File: src/rtl/id_stage_if.sv
// Fetch-to-decode and decode-to-execute handshake plus the decoded bundle.
// master = the surrounding pipeline (fetch/execute side); slave = the decode stage.
interface id_stage_if #(
    parameter int RFW = 5,
    parameter int DW  = 32,
    parameter int IW  = 32,
    parameter int AW  = 32
);
    logic           flush;
    logic           in_valid;
    logic           in_ready;
    logic [IW-1:0]  in_inst;
    logic [AW-1:0]  in_pc;
    logic           out_valid;
    logic           out_ready;
    logic [AW-1:0]  out_pc;
    logic [RFW-1:0] addrA;
    logic [RFW-1:0] addrB;
    logic [RFW-1:0] rd;
    logic [DW-1:0]  imm;
    logic [2:0]     fmt;
    logic           rs1_used;
    logic           rs2_used;
    logic           rd_we;
    logic           illegal;

    modport master (
        output flush, in_valid, in_inst, in_pc, out_ready,
        input  in_ready, out_valid, out_pc, addrA, addrB, rd, imm, fmt,
               rs1_used, rs2_used, rd_we, illegal
    );

    modport slave (
        input  flush, in_valid, in_inst, in_pc, out_ready,
        output in_ready, out_valid, out_pc, addrA, addrB, rd, imm, fmt,
               rs1_used, rs2_used, rd_we, illegal
    );
endinterface

File: src/rtl/id_stage.sv
// RV32I decode stage: register indices, sign-extended immediate, format, use flags, illegal.
// Latency: 1 cycle from input transfer to registered bundle.
// Backpressure: single holding register; in_ready = !out_valid | out_ready, outputs frozen while stalled.
module id_stage #(
    parameter int RFW = 5,
    parameter int DW  = 32,
    parameter int IW  = 32,
    parameter int AW  = 32
) (
    input  logic     clk,
    input  logic     rst,
    id_stage_if.slave bus
);
    typedef enum logic [2:0] {
        FMT_R = 3'd0,
        FMT_I = 3'd1,
        FMT_S = 3'd2,
        FMT_B = 3'd3,
        FMT_U = 3'd4,
        FMT_J = 3'd5,
        FMT_X = 3'd7
    } fmt_e;

    localparam logic [4:0] OP_OP     = 5'b01100;
    localparam logic [4:0] OP_IMM    = 5'b00100;
    localparam logic [4:0] OP_LOAD   = 5'b00000;
    localparam logic [4:0] OP_JALR   = 5'b11001;
    localparam logic [4:0] OP_SYSTEM = 5'b11100;
    localparam logic [4:0] OP_STORE  = 5'b01000;
    localparam logic [4:0] OP_BRANCH = 5'b11000;
    localparam logic [4:0] OP_LUI    = 5'b01101;
    localparam logic [4:0] OP_AUIPC  = 5'b00101;
    localparam logic [4:0] OP_JAL    = 5'b11011;

    typedef struct packed {
        logic [AW-1:0]  pc;
        logic [RFW-1:0] addr_a;
        logic [RFW-1:0] addr_b;
        logic [RFW-1:0] rd;
        logic [DW-1:0]  imm;
        logic [2:0]     fmt;
        logic           rs1_used;
        logic           rs2_used;
        logic           rd_we;
        logic           illegal;
    } bundle_t;

    logic [31:0]        iw;
    fmt_e               d_fmt;
    logic               is_sys;
    logic signed [31:0] imm32;
    bundle_t            dec;
    bundle_t            q;
    logic               vld_q;
    logic               take;

    assign iw   = bus.in_inst[31:0];
    assign take = bus.in_valid & bus.in_ready;

    always_comb begin
        d_fmt  = FMT_X;
        is_sys = 1'b0;
        if (iw[1:0] == 2'b11) begin
            case (iw[6:2])
                OP_OP:                      d_fmt = FMT_R;
                OP_IMM, OP_LOAD, OP_JALR:   d_fmt = FMT_I;
                OP_SYSTEM: begin
                    d_fmt  = FMT_I;
                    is_sys = 1'b1;
                end
                OP_STORE:                   d_fmt = FMT_S;
                OP_BRANCH:                  d_fmt = FMT_B;
                OP_LUI, OP_AUIPC:           d_fmt = FMT_U;
                OP_JAL:                     d_fmt = FMT_J;
                default:                    d_fmt = FMT_X;
            endcase
        end

        case (d_fmt)
            FMT_I:   imm32 = {{20{iw[31]}}, iw[31:20]};
            FMT_S:   imm32 = {{20{iw[31]}}, iw[31:25], iw[11:7]};
            FMT_B:   imm32 = {{19{iw[31]}}, iw[31], iw[7], iw[30:25], iw[11:8], 1'b0};
            FMT_U:   imm32 = {iw[31:12], 12'b0};
            FMT_J:   imm32 = {{11{iw[31]}}, iw[31], iw[19:12], iw[20], iw[30:21], 1'b0};
            default: imm32 = '0;
        endcase

        // Register fields are zeroed when unused so the register file never sees stale indices.
        dec          = '0;
        dec.pc       = bus.in_pc;
        dec.fmt      = d_fmt;
        dec.imm      = DW'(imm32);
        dec.illegal  = (d_fmt == FMT_X);
        dec.rs1_used = (d_fmt inside {FMT_R, FMT_I, FMT_S, FMT_B});
        dec.rs2_used = (d_fmt inside {FMT_R, FMT_S, FMT_B});
        dec.rd_we    = (d_fmt inside {FMT_R, FMT_I, FMT_U, FMT_J}) && !is_sys
                       && (iw[11:7] != 5'd0);
        dec.addr_a   = dec.rs1_used ? RFW'(iw[19:15]) : '0;
        dec.addr_b   = dec.rs2_used ? RFW'(iw[24:20]) : '0;
        dec.rd       = dec.rd_we    ? RFW'(iw[11:7])  : '0;
    end

    // Flush outranks the input transfer so a redirected instruction is never latched.
    always_ff @(posedge clk) begin
        if (rst) begin
            vld_q <= 1'b0;
            q     <= '0;
        end else if (bus.flush) begin
            vld_q <= 1'b0;
        end else if (take) begin
            vld_q <= 1'b1;
            q     <= dec;
        end else if (bus.out_ready) begin
            vld_q <= 1'b0;
        end
    end

    assign bus.in_ready  = !vld_q | bus.out_ready;
    assign bus.out_valid = vld_q;
    assign bus.out_pc    = q.pc;
    assign bus.addrA     = q.addr_a;
    assign bus.addrB     = q.addr_b;
    assign bus.rd        = q.rd;
    assign bus.imm       = q.imm;
    assign bus.fmt       = q.fmt;
    assign bus.rs1_used  = q.rs1_used;
    assign bus.rs2_used  = q.rs2_used;
    assign bus.rd_we     = q.rd_we;
    assign bus.illegal   = q.illegal;
endmodule

File: src/flat_wrapper.sv
// flat-port wrapper written by rule: the top's interface ports become plain ports
module id_stage_flat 
#(
    parameter int RFW = 5,
    parameter int DW  = 32,
    parameter int IW  = 32,
    parameter int AW  = 32
)
  (clk, rst, bus_flush, bus_in_valid, bus_in_inst, bus_in_pc, bus_out_ready, bus_in_ready, bus_out_valid, bus_out_pc, bus_addrA, bus_addrB, bus_rd, bus_imm, bus_fmt, bus_rs1_used, bus_rs2_used, bus_rd_we, bus_illegal);
  id_stage_if #(.RFW(RFW), .DW(DW), .IW(IW), .AW(AW)) bus_i ();
  input  logic clk;
  input  logic rst;
  input wire logic [$bits(bus_i.flush)-1:0] bus_flush;
  input wire logic [$bits(bus_i.in_valid)-1:0] bus_in_valid;
  input wire logic [$bits(bus_i.in_inst)-1:0] bus_in_inst;
  input wire logic [$bits(bus_i.in_pc)-1:0] bus_in_pc;
  input wire logic [$bits(bus_i.out_ready)-1:0] bus_out_ready;
  output wire logic [$bits(bus_i.in_ready)-1:0] bus_in_ready;
  output wire logic [$bits(bus_i.out_valid)-1:0] bus_out_valid;
  output wire logic [$bits(bus_i.out_pc)-1:0] bus_out_pc;
  output wire logic [$bits(bus_i.addrA)-1:0] bus_addrA;
  output wire logic [$bits(bus_i.addrB)-1:0] bus_addrB;
  output wire logic [$bits(bus_i.rd)-1:0] bus_rd;
  output wire logic [$bits(bus_i.imm)-1:0] bus_imm;
  output wire logic [$bits(bus_i.fmt)-1:0] bus_fmt;
  output wire logic [$bits(bus_i.rs1_used)-1:0] bus_rs1_used;
  output wire logic [$bits(bus_i.rs2_used)-1:0] bus_rs2_used;
  output wire logic [$bits(bus_i.rd_we)-1:0] bus_rd_we;
  output wire logic [$bits(bus_i.illegal)-1:0] bus_illegal;
  assign bus_i.flush = bus_flush;
  assign bus_i.in_valid = bus_in_valid;
  assign bus_i.in_inst = bus_in_inst;
  assign bus_i.in_pc = bus_in_pc;
  assign bus_i.out_ready = bus_out_ready;
  assign bus_in_ready = bus_i.in_ready;
  assign bus_out_valid = bus_i.out_valid;
  assign bus_out_pc = bus_i.out_pc;
  assign bus_addrA = bus_i.addrA;
  assign bus_addrB = bus_i.addrB;
  assign bus_rd = bus_i.rd;
  assign bus_imm = bus_i.imm;
  assign bus_fmt = bus_i.fmt;
  assign bus_rs1_used = bus_i.rs1_used;
  assign bus_rs2_used = bus_i.rs2_used;
  assign bus_rd_we = bus_i.rd_we;
  assign bus_illegal = bus_i.illegal;
  id_stage #(.RFW(RFW), .DW(DW), .IW(IW), .AW(AW)) u_core (.clk(clk), .rst(rst), .bus(bus_i));
endmodule
File: config.mk
export PLATFORM = sky130hd
export DESIGN_NAME = id_stage_flat
export DESIGN_NICKNAME = d
export VERILOG_FILES = /design/src/rtl/id_stage_if.sv /design/src/rtl/id_stage.sv /design/src/flat_wrapper.sv
export SDC_FILE = /design/constraint.sdc
export NUM_CORES = 1
export LEC_CHECK = 0
export CORE_ASPECT_RATIO = 1.2
export CORE_MARGIN = 4
export CORE_UTILIZATION = 37
export CTS_CLUSTER_DIAMETER = 150
export DETAILED_ROUTE_END_ITERATION = 10
export PLACE_DENSITY = 0.76
export SLEW_MARGIN = 0
export SYNTH_ARGS = -nofsm -noshare
export SYNTH_HDL_FRONTEND = slang
export SYNTH_SLANG_ARGS = --single-unit
File: constraint.sdc
create_clock -name clk -period 2.01 [get_ports clk]
set_clock_uncertainty 0.2 [all_clocks]
set_input_delay 0.201 -clock clk [delete_from_list [all_inputs] [get_ports clk]]
set_output_delay 0.201 -clock clk [all_outputs]
set_load 0.1 [all_outputs]
# Yosys cells after proc, flatten, opt, wreduce, memory -nomap -nowiden
# Cells that the tools add are included.
# classes
eq_ne	16
n_bitwise	3
n_reduce_logical	15
mux	10
# op_table
cell	n
$pmux 32 s5	1
$eq 5x5->1 const B	4
$pmux 3 s6	1
$eq 5x4->1 const B	3
$mux 5	3
$eq 5x3->1 const B	2
$eq 3x3->1 const B	3
$reduce_bool 4->1	2
$eq 3x2->1 const B	2
$logic_not 5->1	1
$reduce_bool 5->1	1
$mux 1	4
$reduce_or 2->1	2
$reduce_or 4->1	1
$eq 3x1->1 const B	1
$logic_not 3->1	1
$mux 3	1
$reduce_bool 3->1	1
$eq 2x2->1 const B	1
$logic_and 1x1->1	2
$logic_not 1->1	2
$reduce_and 2->1	1
$reduce_bool 2->1	1
$and 1x1->1	1
2 further kinds	2
# word_totals
input_bits	69
regBits	87
elab_cells	55

# Longest topological paths before layout
# Gate-level depths: netlist (run 1).
# logic_depth
ltp_word	9
ltp_mapped	8
depth_no_buf	6

# Least setup slack after synthesis (run 1)
# No wires, ideal clock.
# synth_path
path_type	reg-to-reg
startpoint	register u_core.vld_q (netlist: u_core.bus.out_valid)
endpoint	register u_core.q (netlist bit u_core.bus.addrA[0])
required_ps	1742
n_path_buf	2
setup_slack_ps	-1185
synth_period_minus_slack_ps	3195
path_stages_with_launch	8
arrival_ps	2927
setup_time_ps	68
cell_sequence	dfxtp_1 -> nor2b_1 -> inv_1 -> nand2b_1 -> clkbuf_1 -> clkbuf_1 -> a22oi_1 -> nor2_1
# synth_between
elab_chain_len	4
# synth_rtl
item	line_no	rtl
start, declared	id_stage.sv:54	logic vld_q;
start signal, assigned	id_stage.sv:106	vld_q <= 1'b0;
start signal, assigned	id_stage.sv:109	vld_q <= 1'b0;
start signal, assigned	id_stage.sv:111	vld_q <= 1'b1;
$logic_not 1->1	id_stage.sv:118	assign bus.in_ready = !vld_q | bus.out_ready;
$or 1x1->1	id_stage.sv:118	
net bus_in_ready	flat_wrapper.sv:18	output wire logic [$bits(bus_i.in_ready)-1:0] bus_in_ready;
$and 1x1->1	id_stage.sv:58	assign take = bus.in_valid & bus.in_ready;
$reduce_and 2->1 (no source line)	--	
end signal, assigned	id_stage.sv:107	q <= '0;
end signal, assigned	id_stage.sv:112	q <= dec;
end, declared	id_stage.sv:53	bundle_t q;
# The timed path passes the listed nets, and every way through them passes these cells.
# A chain may end at the register's enable or synchronous reset.

# Worst setup path in the final report (run 1)
# layout_path
startpoint	register u_core.vld_q (netlist: u_core.bus.out_valid)
endpoint	register u_core.q (netlist bit u_core.bus.addrB[4])
# layout_between
elab_chain_len	4
# layout_rtl
item	line_no
$logic_not 1->1	id_stage.sv:118
$or 1x1->1	id_stage.sv:118
$and 1x1->1	id_stage.sv:58
$reduce_and 2->1 (no source line)	--
# Every way passes these cells.

==> reports/qor.yml, run 1 <==
synthesis:
  synthArstFlopShare: 0
  synthXorXnorAreaFrac: 0
  synth_nets: 460
  synth.avg_cell_area_sq_um: 8.84
  synthMuxAreaShare: 0.00326
  ys.flop_type: "dfxtp_1"
  synthAdderAreaFrac: 0
  synth_top_family_by_area: "compound AO/OA/AOI/OAI gates"
  synth_edf_count: 0
  syn_inst: 391
  ys_seq_area_frac: 0.504
  yosys.area_share.simple: 0.213
  synth_warnings: 0
  yosys.cell_types.count: 51
  synth_area_sq_mm: 0.00345
  synth_seq_cells: 87
  synth-compound-area-share: 0.238
final_layout:
  mostFrequentLayoutCells: "buf_4 (131), nand2_1 (97), dfxtp_1 (86), clkdlybuf4s50_1 (62), a21oi_1 (51)"
  regArea_sq_mm: 0.00175
  antenna_cells: 0
  fin_util: 0.608
  syn_to_final_growth_pct: 59.9
  fillCellCount: 781
  layout.nets: 650
  layout-drive-gt1-share: 0.323
  multi_input_area_sq_mm: 0.00164
  layout_commonest_cell: "buf_4"
sta:
  worst_pin_slew_ns: 0.630
  layout_min_cycle_time_ns: 1.87
  finalMaxSlewViolations: 0
  finalCritPeriodShare: 0.929
  hold_viol: 0
  fmax_ghz: 0.535
  setup_viol: 0
  slew_headroom: 0.580
  rsz0062_at_grt: "no"
detailed_routing:
  routed_wl_um: 11500
  drc: 0
  via_per_inst: 5.09
  firstDrtPassIters: 4
  wl_per_cell_um: 16.2
  vias: 3592
  ant_nets: 0
  drt_iter0_drc: 207
worst_setup_path:
  required_ns: 2.11
  critical_path.max_stage_delay_ns: 0.41
  cp_max_fo: 5
  cp_cell_sequence: "nor2b_4 > nor4_1 > and2_1 > and3_1 > a22o_1"
  slowest_stage: "nor4_1"
  end_kind: "flop"
  arrival_ns: 1.97
  critPathLaunchType: "flop"
  path_buf_inv: 0
  critPathKind: "reg2reg"
  cp_top_family: "simple AND/OR/NAND/NOR gates"
grt:
  grt_pass1_vias: 3526
  grt_max_degree: 60
  grt_pass1_wl_um: 17200
  antenna_found_initial: 0
  track_usage: 0.202
  grt.overflow.total: 0
placed_design:
  place_congestion: 0.855
  io_buffers: 156
  hpwlAfterDp_um: 8420
clock_network:
  root_buffer: "clkbuf_8"
  clock-sinks: 87
  htreeDepth: 3
  cts_buffer_depth: 2
  clock_latency_ns: 0.35
  path_clk_slew_ns: 0.09
  cts_buffers: 9
  cts_tree: "done"
floorplan:
  num_rows: 38
  die-area_sq_mm: 0.0110
  core_sq_mm: 0.00908
  die_w_um: 96.2
  start_util: 0.380
  io_pins: 157
  dieHeight_um: 114
pwr:
  p_leak_nw: 2.30
  power.density_mw_per_mm2: 694
  vdd_drop_max_mv: 0.327
  fin_total_pwr_mw: 3.83
hold_path:
  min_path_type: "in2reg"
run_status:
  status: "complete, no violations"
flow_run:
  max-cap-violations: 0
[layer usage]
layer	global-route usage	vias up	routed length [um]
li1	-	1748	-
met5	0	-	0
met2	0.336	149	5490
met3	0.0541	20	1060
met4	0.0835	0	273
met1	0.243	1675	4630
[worst paths after layout]
kind	start	to	slack, ns	cells after the start
min reg2reg	u_core.bus.out_pc[22]$_SDFFE_PP0P_	u_core.bus.out_pc[22]$_SDFFE_PP0P_	0.25	2
max reg2reg	u_core.bus.out_valid$_SDFFE_PP0P_	u_core.bus.addrB[4]$_SDFFE_PP0P_	0.14	5
max	u_core.bus.out_valid$_SDFFE_PP0P_	u_core.bus.addrB[4]$_SDFFE_PP0P_	0.14	5
min	bus_in_pc[27]	u_core.bus.out_pc[27]$_SDFFE_PP0P_	0.19	3
[cell type report]
class,count,share of cell area
flip-flops and latches,87,0.316
repair buffers,206,0.318
multi-input cells,272,0.297
clock inverters,6,0.0122
clock buffers,10,0.0249
inverters,5,0.00408
well taps,120,0.0272
[worst reg2reg max path, stage by stage (launching register included)]
cell and delay (ns):
dfxtp_4 0.35, nor2b_4 0.13, nor4_1 0.41, and2_1 0.23
and3_1 0.32, a22o_1 0.17
[Yosys cell counts, types with 2 or more instances]
cell type / instances / area (sq um)
a2111oi_4: 2 / 55.1
a211oi_1: 2 / 15.0
a21oi_1: 51 / 255
a221o_1: 8 / 80.1
a22o_1: 5 / 43.8
a22oi_1: 13 / 97.6
a2bb2oi_1: 3 / 26.3
a32o_1: 2 / 20.0
and2_1: 4 / 25.0
and3_1: 2 / 12.5
buf_2: 4 / 20.0
buf_6: 2 / 22.5
clkbuf_1: 19 / 71.3
dfxtp_1: 87 / 1740
inv_1: 5 / 18.8
nand2_1: 97 / 364
nand2b_1: 2 / 12.5
nand4b_1: 2 / 17.5
nor2_1: 24 / 90.1
nor2_2: 2 / 12.5
nor2b_1: 3 / 18.8
nor3_1: 3 / 15.0
nor3b_1: 2 / 15.0
nor4_1: 2 / 12.5
o21ai_0: 9 / 45.0
o21ai_1: 2 / 10.0
o21ai_2: 10 / 87.6
[logic make-up after synthesis]
kind of cell | Yosys count
compound gates | 116
buf+inv | 32
flops | 87
mux | 1
simple gates | 155
[where the power goes]
| group | switching (mW) | total [mW] | internal, mW |
|---|---|---|---|
| sequential | 0.0203 | 1.78 | 1.76 |
| clock | 0.635 | 1.25 | 0.617 |
| combinational | 0.517 | 0.798 | 0.281 |
| total | 1.17 | 3.83 | 2.66 |
[timing repair]
item                                    CTS  global route
hold endpoints to repair                  0             0
gates resized for setup                   8            16
cloned                                    0             2
buffers inserted                          1             2
hold buffers                              0             0
pin swaps                                 3             2
endpoints found under the setup margin   40            47
[per-stage QoR]
step / setup slack (ns) / std cells / TNS [ns] / instance area [sq um] / hold WS (ns)
CTS: 0.0189 / 702 / 0 / 5460 / 0.170
detailed placement: -0.512 / 685 / -22.09 / 5220 / 0.243
global route: 0.0108 / 706 / 0 / 5520 / 0.187
global placement: -0.462 / 685 / -20.26 / 5220 / 0.237
floorplan: -0.297 / 391 / -15.93 / 3560 / 0.0704
finish: 0.142 / 706 / 0 / 5520 / 0.190
[sequential cells by signal (all words and copies together), names as in the netlist]
name and cells:
u_core.bus.rs2_used 1, u_core.bus.rd_we 1, u_core.bus.fmt 3, u_core.bus.out_valid 1, u_core.bus.addrB 5, u_core.bus.illegal 1
u_core.bus.addrA 5, u_core.bus.rs1_used 1, u_core.bus.imm 32, u_core.bus.out_pc 32, u_core.bus.rd 5
Note: power is estimated with default switching activity, not from simulation.
==> run 2: changes to the inputs <==
Settings changed: ABC_CLOCK_PERIOD_IN_PS from default to 2009, RECOVER_POWER from default to 50, REMOVE_ABC_BUFFERS from default to 1.
==> run 2 against run 1 <==
Combinational power fell by 3.3%. Via count shrank 1.4%. Count of clock-buffer cells in the layout rose by 2. Power increased by 1.2%. Flip-flop and latch count is the same. Utilization shrank 2.5 points.
==> reports/qor.yml, run 2 (synthesis results as in run 1) <==
run_status:
  status: "complete, no violations"  # unchanged
final_layout:
  mostFrequentLayoutCells: "nand2_1 (97), dfxtp_1 (87), clkbuf_2 (86), clkdlybuf4s50_1 (62), buf_4 (52)"  # was buf_4 (131), nand2_1 (97), dfxtp_1 (86), clkdlybuf4s50_1 (62), a21oi_1 (51)
  syn_to_final_growth_pct: 53.2  # was 59.9%
  antenna_cells: 0  # unchanged
  layout_commonest_cell: "nand2_1"  # was buf_4
  layout.nets: 654  # was 650
  layout-drive-gt1-share: 0.312  # was 0.323
  regArea_sq_mm: 0.00174  # was 0.00175 sq mm
  fillCellCount: 862  # was 781
  final_cell_area_sq_mm: 0.00529  # was 0.00552 sq mm
  multi_input_area_sq_mm: 0.00161  # was 0.00164 sq mm
sta:
  slew_headroom: 0.593  # was 0.580
  fmax_ghz: 0.533  # was 0.535 GHz
  finalCritPeriodShare: 0.934  # was 0.929
  setup_viol: 0  # unchanged
  rsz0062_at_grt: "no"  # unchanged
  worst_pin_slew_ns: 0.610  # was 0.630 ns
  layout_min_cycle_time_ns: 1.88  # was 1.87 ns
  finalMaxSlewViolations: 0  # unchanged
  hold_ws_ns: 0.187  # was 0.190 ns
  hold_viol: 0  # unchanged
worst_setup_path:
  cp_num_cells: 7  # was 5
  cp_top_family: "simple AND/OR/NAND/NOR gates"  # unchanged
  critPathLaunchType: "input port"  # was flop
  cp_max_fo: 7  # was 5
  r2r_start: "u_core.bus.out_valid$_SDFFE_PP0P_"  # unchanged
  slowest_stage: "or3b_1"  # was nor4_1
  required_ns: 2.08  # was 2.11 ns
  path_buf_inv: 2  # was 0
  r2r_cells: 8  # was 5
  arrival_ns: 1.95  # was 1.97 ns
  cp_cell_sequence: "dlygate4sd2_1 > or3b_1 > o311a_4 > buf_4 > nor4_4 > nand2_1 > a21oi_1"  # was nor2b_4 > nor4_1 > and2_1 > and3_1 > a22o_1
  crit_start: "bus_in_inst[3]"  # was u_core.bus.out_valid$_SDFFE_PP0P_
  critPathKind: "in2reg"  # was reg2reg
  critical_path.max_stage_delay_ns: 0.43  # was 0.41 ns
  end_kind: "flop"  # unchanged
floorplan:
  start_util: 0.380  # unchanged
  core_sq_mm: 0.00908  # unchanged
  die-area_sq_mm: 0.0110  # unchanged
  die_w_um: 96.2  # unchanged
  dieHeight_um: 114  # unchanged
  num_rows: 38  # unchanged
  io_pins: 157  # unchanged
clock_network:
  path_clk_slew_ns: 0.08  # was 0.09 ns
  clock_latency_ns: 0.35  # about the same
  htreeDepth: 3  # unchanged
  cts_buffer_depth: 2  # unchanged
  cts_tree: "done"  # unchanged
  root_buffer: "clkbuf_8"  # unchanged
  cts_buffers: 9  # unchanged
  clock-sinks: 87  # unchanged
grt:
  grt_max_degree: 59  # was 60
  grt_pass1_vias: 3411  # was 3526
  grt_pass1_wl_um: 16700  # was 17200 um
  antenna_found_initial: 0  # unchanged
  grt.overflow.total: 0  # unchanged
  track_usage: 0.196  # was 0.202
placed_design:
  io_buffers: 156  # unchanged
  hpwlAfterDp_um: 8330  # was 8420 um
  place_congestion: 0.834  # was 0.855
  placed_cell_area_sq_mm: 0.00524  # was 0.00522 sq mm
detailed_routing:
  wl_per_cell_um: 15.3  # was 16.2 um
  ant_nets: 0  # unchanged
  drc: 0  # unchanged
  vias: 3542  # was 3592
  firstDrtPassIters: 4  # unchanged
  routed_wl_um: 10800  # was 11500 um
  drt_iter0_drc: 88  # was 207
  via_per_inst: 5.00  # was 5.09
pwr:
  vdd_drop_max_mv: 0.380  # was 0.327 mV
  p_leak_nw: 2.22  # was 2.30 nW
  power.density_mw_per_mm2: 733  # was 694 mW/mm^2
flow_run:
  max-cap-violations: 0  # unchanged
hold_path:
  min_path_type: "in2reg"  # unchanged
  min_path_cells: 3  # unchanged
  hp-start: "bus_in_pc[23]"  # was bus_in_pc[27]
-- run 2: cell count changes in the layout (fill, tap and decap cells not counted), moves of 2 or more --
cell,previous run,this run
buf_4,131,52
buf_6,5,1
clkbuf_1,0,2
clkbuf_2,0,86
clkinv_2,2,0
dlymetal6s2s_1,2,0
o21ai_0,5,9
o21ai_1,5,1
-- run 2: metrics by stage --
stage | TNS, ns | total power, mW | std cells | util | worst slack, ns
after CTS | 0 | 3.94 | 709 | 0.606 | 0.105
after detailed placement | -25.39 | 2.62 | 691 | 0.577 | -0.515
after global routing | 0 | 4.03 | 709 | 0.583 | 0.0290
after floorplan | -132.96 | 2.26 | 364 | - | -1.78
after global placement | -23.46 | 2.61 | 691 | 0.577 | -0.466
final | 0 | 3.88 | 709 | 0.583 | 0.132
-- run 2: where the power goes --
group | internal (mW) | switching (mW) | leakage [nW]
clock | 0.729 | 0.597 | 0.103
combinational | 0.261 | 0.510 | 1.41
sequential | 1.76 | 0.0197 | 0.706
-- run 2: final timing paths --
kind | slack [ns] | endpoint
hold / removal | 0.19 | u_core.bus.out_pc[23]$_SDFFE_PP0P_
hold reg to reg | 0.26 | u_core.bus.out_pc[6]$_SDFFE_PP0P_
setup / recovery | 0.13 | u_core.bus.rd[2]$_SDFFE_PP0P_
setup reg to reg | 0.19 | u_core.bus.imm[8]$_SDFFE_PP0P_
-- run 2: final cells by class --
class | instances | share of cell area
Clock buffer | 12 | 0.0274
Clock inverter | 3 | 0.0128
Inverter | 5 | 0.00355
Multi-Input combinational cell | 272 | 0.304
Sequential cell | 87 | 0.329
Tap cell | 120 | 0.0284
Timing Repair Buffer | 210 | 0.295
-- run 2: tightest hold or removal path, cell delays in order --
cell,delay [ns]
clkdlybuf4s50_1,0.39
nand2_1,0.05
a21oi_1,0.05
-- run 2: repair_timing --
item,4_1_cts,5_1_grt
buffers inserted,2,0
gates cloned,1,0
hold buffers,0,0
setup endpoints to repair,48,4
pin swaps,4,1
resized for setup,12,3
-- run 2: layer usage --
metal / track usage / part of all wire / vias to the layer above
met1: 0.226 / 0.41 / 1651
li1: - / - / 1761
met3: 0.0554 / 0.076 / 14
met4: 0.0664 / 0.018 / 0
met5: 0 / 0 / -
met2: 0.340 / 0.50 / 116
==> run 3: changes to the inputs <==
--- a/constraint.sdc
+++ b/constraint.sdc
@@ -4,2 +4,2 @@
 set_output_delay 0.201 -clock clk [all_outputs]
-set_load 0.1 [all_outputs]
+set_load 0.01 [all_outputs]
==> run 3 against run 2 <==
Flip-flop and latch count is the same. Maximum frequency shrank 3.3%. Routed wire length grew 2.8%. First-iteration DRC count grew 110%. Setup slack lost 0.064 ns. Global-route usage grew 0.89 points. Critical path type unchanged. Largest power group unchanged. Highest routed layer unchanged.
==> reports/qor.yml, run 3 (synthesis results as in run 1) <==
run_status:
  status: "complete, no violations"  # unchanged
grt:
  track_usage: 0.205  # was 0.196
  grt_pass1_wl_um: 17400  # was 16700 um
  antenna_found_initial: 0  # unchanged
  grt_busiest_layer: "met2"  # unchanged
  use_met3: 0.0574  # was 0.0554
  grt.overflow.total: 0  # unchanged
  grt_max_degree: 59  # unchanged
  grtUsageMet1: 0.235  # was 0.226
  met2_usage: 0.360  # was 0.340
  grt_pass1_vias: 3530  # was 3411
detailed_routing:
  vias: 3551  # was 3542
  wl_per_cell_um: 15.7  # was 15.3 um
  drc: 0  # unchanged
  via_per_inst: 5.01  # was 5.00
  ant_nets: 0  # unchanged
  drt_iter0_drc: 187  # was 88
  routed_wl_um: 11200  # was 10800 um
  firstDrtPassIters: 4  # unchanged
pwr:
  vdd_drop_max_mv: 0.402  # was 0.380 mV
  p_leak_nw: 2.38  # was 2.22 nW
  power.density_mw_per_mm2: 637  # was 733 mW/mm^2
  fin_total_pwr_mw: 3.61  # was 3.88 mW
final_layout:
  layout.nets: 653  # was 654
  fin_cells: 709  # unchanged
  antenna_cells: 0  # unchanged
  regArea_sq_mm: 0.00174  # unchanged
  layout_commonest_cell: "nand2_1"  # unchanged
  fillCellCount: 785  # was 862
  fin_util: 0.624  # was 0.583
  mostFrequentLayoutCells: "nand2_1 (97), dfxtp_1 (87), dlygate4sd3_1 (84), clkdlybuf4s50_1 (65), a21oi_1 (51)"  # was nand2_1 (97), dfxtp_1 (87), clkbuf_2 (86), clkdlybuf4s50_1 (62), buf_4 (52)
  syn_to_final_growth_pct: 64.0  # was 53.2%
  multi_input_area_sq_mm: 0.00158  # was 0.00161 sq mm
  layout-drive-gt1-share: 0.163  # was 0.312
sta:
  hold_viol: 0  # unchanged
  fmax_ghz: 0.515  # was 0.533 GHz
  slew_headroom: 0.585  # was 0.593
  fin_ws_ns: 0.0688  # was 0.132 ns
  layout_min_cycle_time_ns: 1.94  # was 1.88 ns
  finalMaxSlewViolations: 0  # unchanged
  worst_pin_slew_ns: 0.623  # was 0.610 ns
  rsz0062_at_grt: "no"  # unchanged
  setup_viol: 0  # unchanged
  fin_setup_tns_ns: 0  # unchanged
  finalCritPeriodShare: 0.966  # was 0.934
floorplan:
  die-area_sq_mm: 0.0110  # unchanged
  io_pins: 157  # unchanged
  die_w_um: 96.2  # unchanged
  start_util: 0.380  # unchanged
  core_sq_mm: 0.00908  # unchanged
  dieHeight_um: 114  # unchanged
  num_rows: 38  # unchanged
flow_run:
  max-cap-violations: 0  # unchanged
clock_network:
  clock_latency_ns: 0.35  # about the same
  cts_buffers: 9  # unchanged
  cts_buffer_depth: 2  # unchanged
  cts_hold_buffers: 0  # unchanged
  htreeDepth: 3  # unchanged
  root_buffer: "clkbuf_8"  # unchanged
  clock-sinks: 87  # unchanged
  cts_tree: "done"  # unchanged
  path_clk_slew_ns: 0.09  # was 0.08 ns
worst_setup_path:
  arrival_ns: 2.04  # was 1.95 ns
  critPathLaunchType: "input port"  # unchanged
  cp_max_fo: 5  # was 7
  end_kind: "flop"  # unchanged
  critPathKind: "in2reg"  # unchanged
  required_ns: 2.10  # was 2.08 ns
hold_path:
  min_path_type: "in2reg"  # unchanged
placed_design:
  io_buffers: 156  # unchanged
  hpwlAfterDp_um: 8360  # was 8330 um
  placedCellCount: 688  # was 691
  pre_cts_slack_ns: -0.530  # was -0.515 ns
  place_congestion: 0.823  # was 0.834
[run 3: cell count changes in the layout (fill, tap and decap cells not counted), sizes merged]
cell / previous run / this run
clkdlybuf4s50: 62 / 65
clkdlybuf4s15: 1 / 0
buf: 57 / 53
clkbuf: 98 / 13
dlygate4sd2: 4 / 5
dlygate4sd3: 0 / 84
clkinvlp: 1 / 0
clkinv: 0 / 3
[run 3: stage by stage]
| step | hold WS (ns) | area (sq um) |
|---|---|---|
| 5_1_grt | 0.186 | 5670 |
| 2_1_floorplan | 0.0701 | 3330 |
| 3_5_place_dp | 0.243 | 5420 |
| 6_report | 0.198 | 5670 |
| 3_3_place_gp | 0.239 | 5420 |
| 4_1_cts | 0.181 | 5670 |
[run 3: worst paths after layout]
path	end	start	slack, ns	cells past startpoint
min reg2reg	u_core.bus.rd[1]$_SDFFE_PP0P_	u_core.bus.rd[1]$_SDFFE_PP0P_	0.25	2
max reg2reg	u_core.bus.imm[8]$_SDFFE_PP0P_	u_core.bus.out_valid$_SDFFE_PP0P_	0.19	8
min	u_core.bus.out_pc[10]$_SDFFE_PP0P_	bus_in_pc[10]	0.20	3
max	u_core.bus.imm[23]$_SDFFE_PP0P_	bus_in_inst[5]	0.07	7
[run 3: final cells by class]
type / count / share of cell area
clock buffers: 11 / 0.0232
repair buffers: 209 / 0.346
flip-flops and latches: 87 / 0.307
clock inverters: 5 / 0.0146
inverters: 5 / 0.00331
well taps: 120 / 0.0265
multi-input cells: 272 / 0.280
[run 3: power breakdown]
| group | internal [mW] | switching, mW | total [mW] |
|---|---|---|---|
| Clock | 0.704 | 0.618 | 1.32 |
| Combinational | 0.274 | 0.235 | 0.509 |
| Sequential | 1.76 | 0.0171 | 1.78 |
| Total | 2.74 | 0.871 | 3.61 |
[run 3: worst max-delay path, cell delays in order]
cell	delay, ns
dlygate4sd2_1	0.27
or4_4	0.55
o311a_4	0.17
a2111oi_4	0.44
buf_2	0.23
a21oi_1	0.06
o21ai_2	0.10
[run 3: what timing repair did]
item | CTS | global route
pin swaps | 5 | 1
cloned | 1 | 0
gates resized for setup | 11 | 3
buffers inserted | 4 | 0
endpoints found under the setup margin | 54 | 2
[run 3: layer usage]
layer | share of wire | vias up
li1 | - | 1751
met1 | 0.39 | 1663
met2 | 0.51 | 118
met5 | 0 | -
met3 | 0.081 | 19
met4 | 0.019 | 0
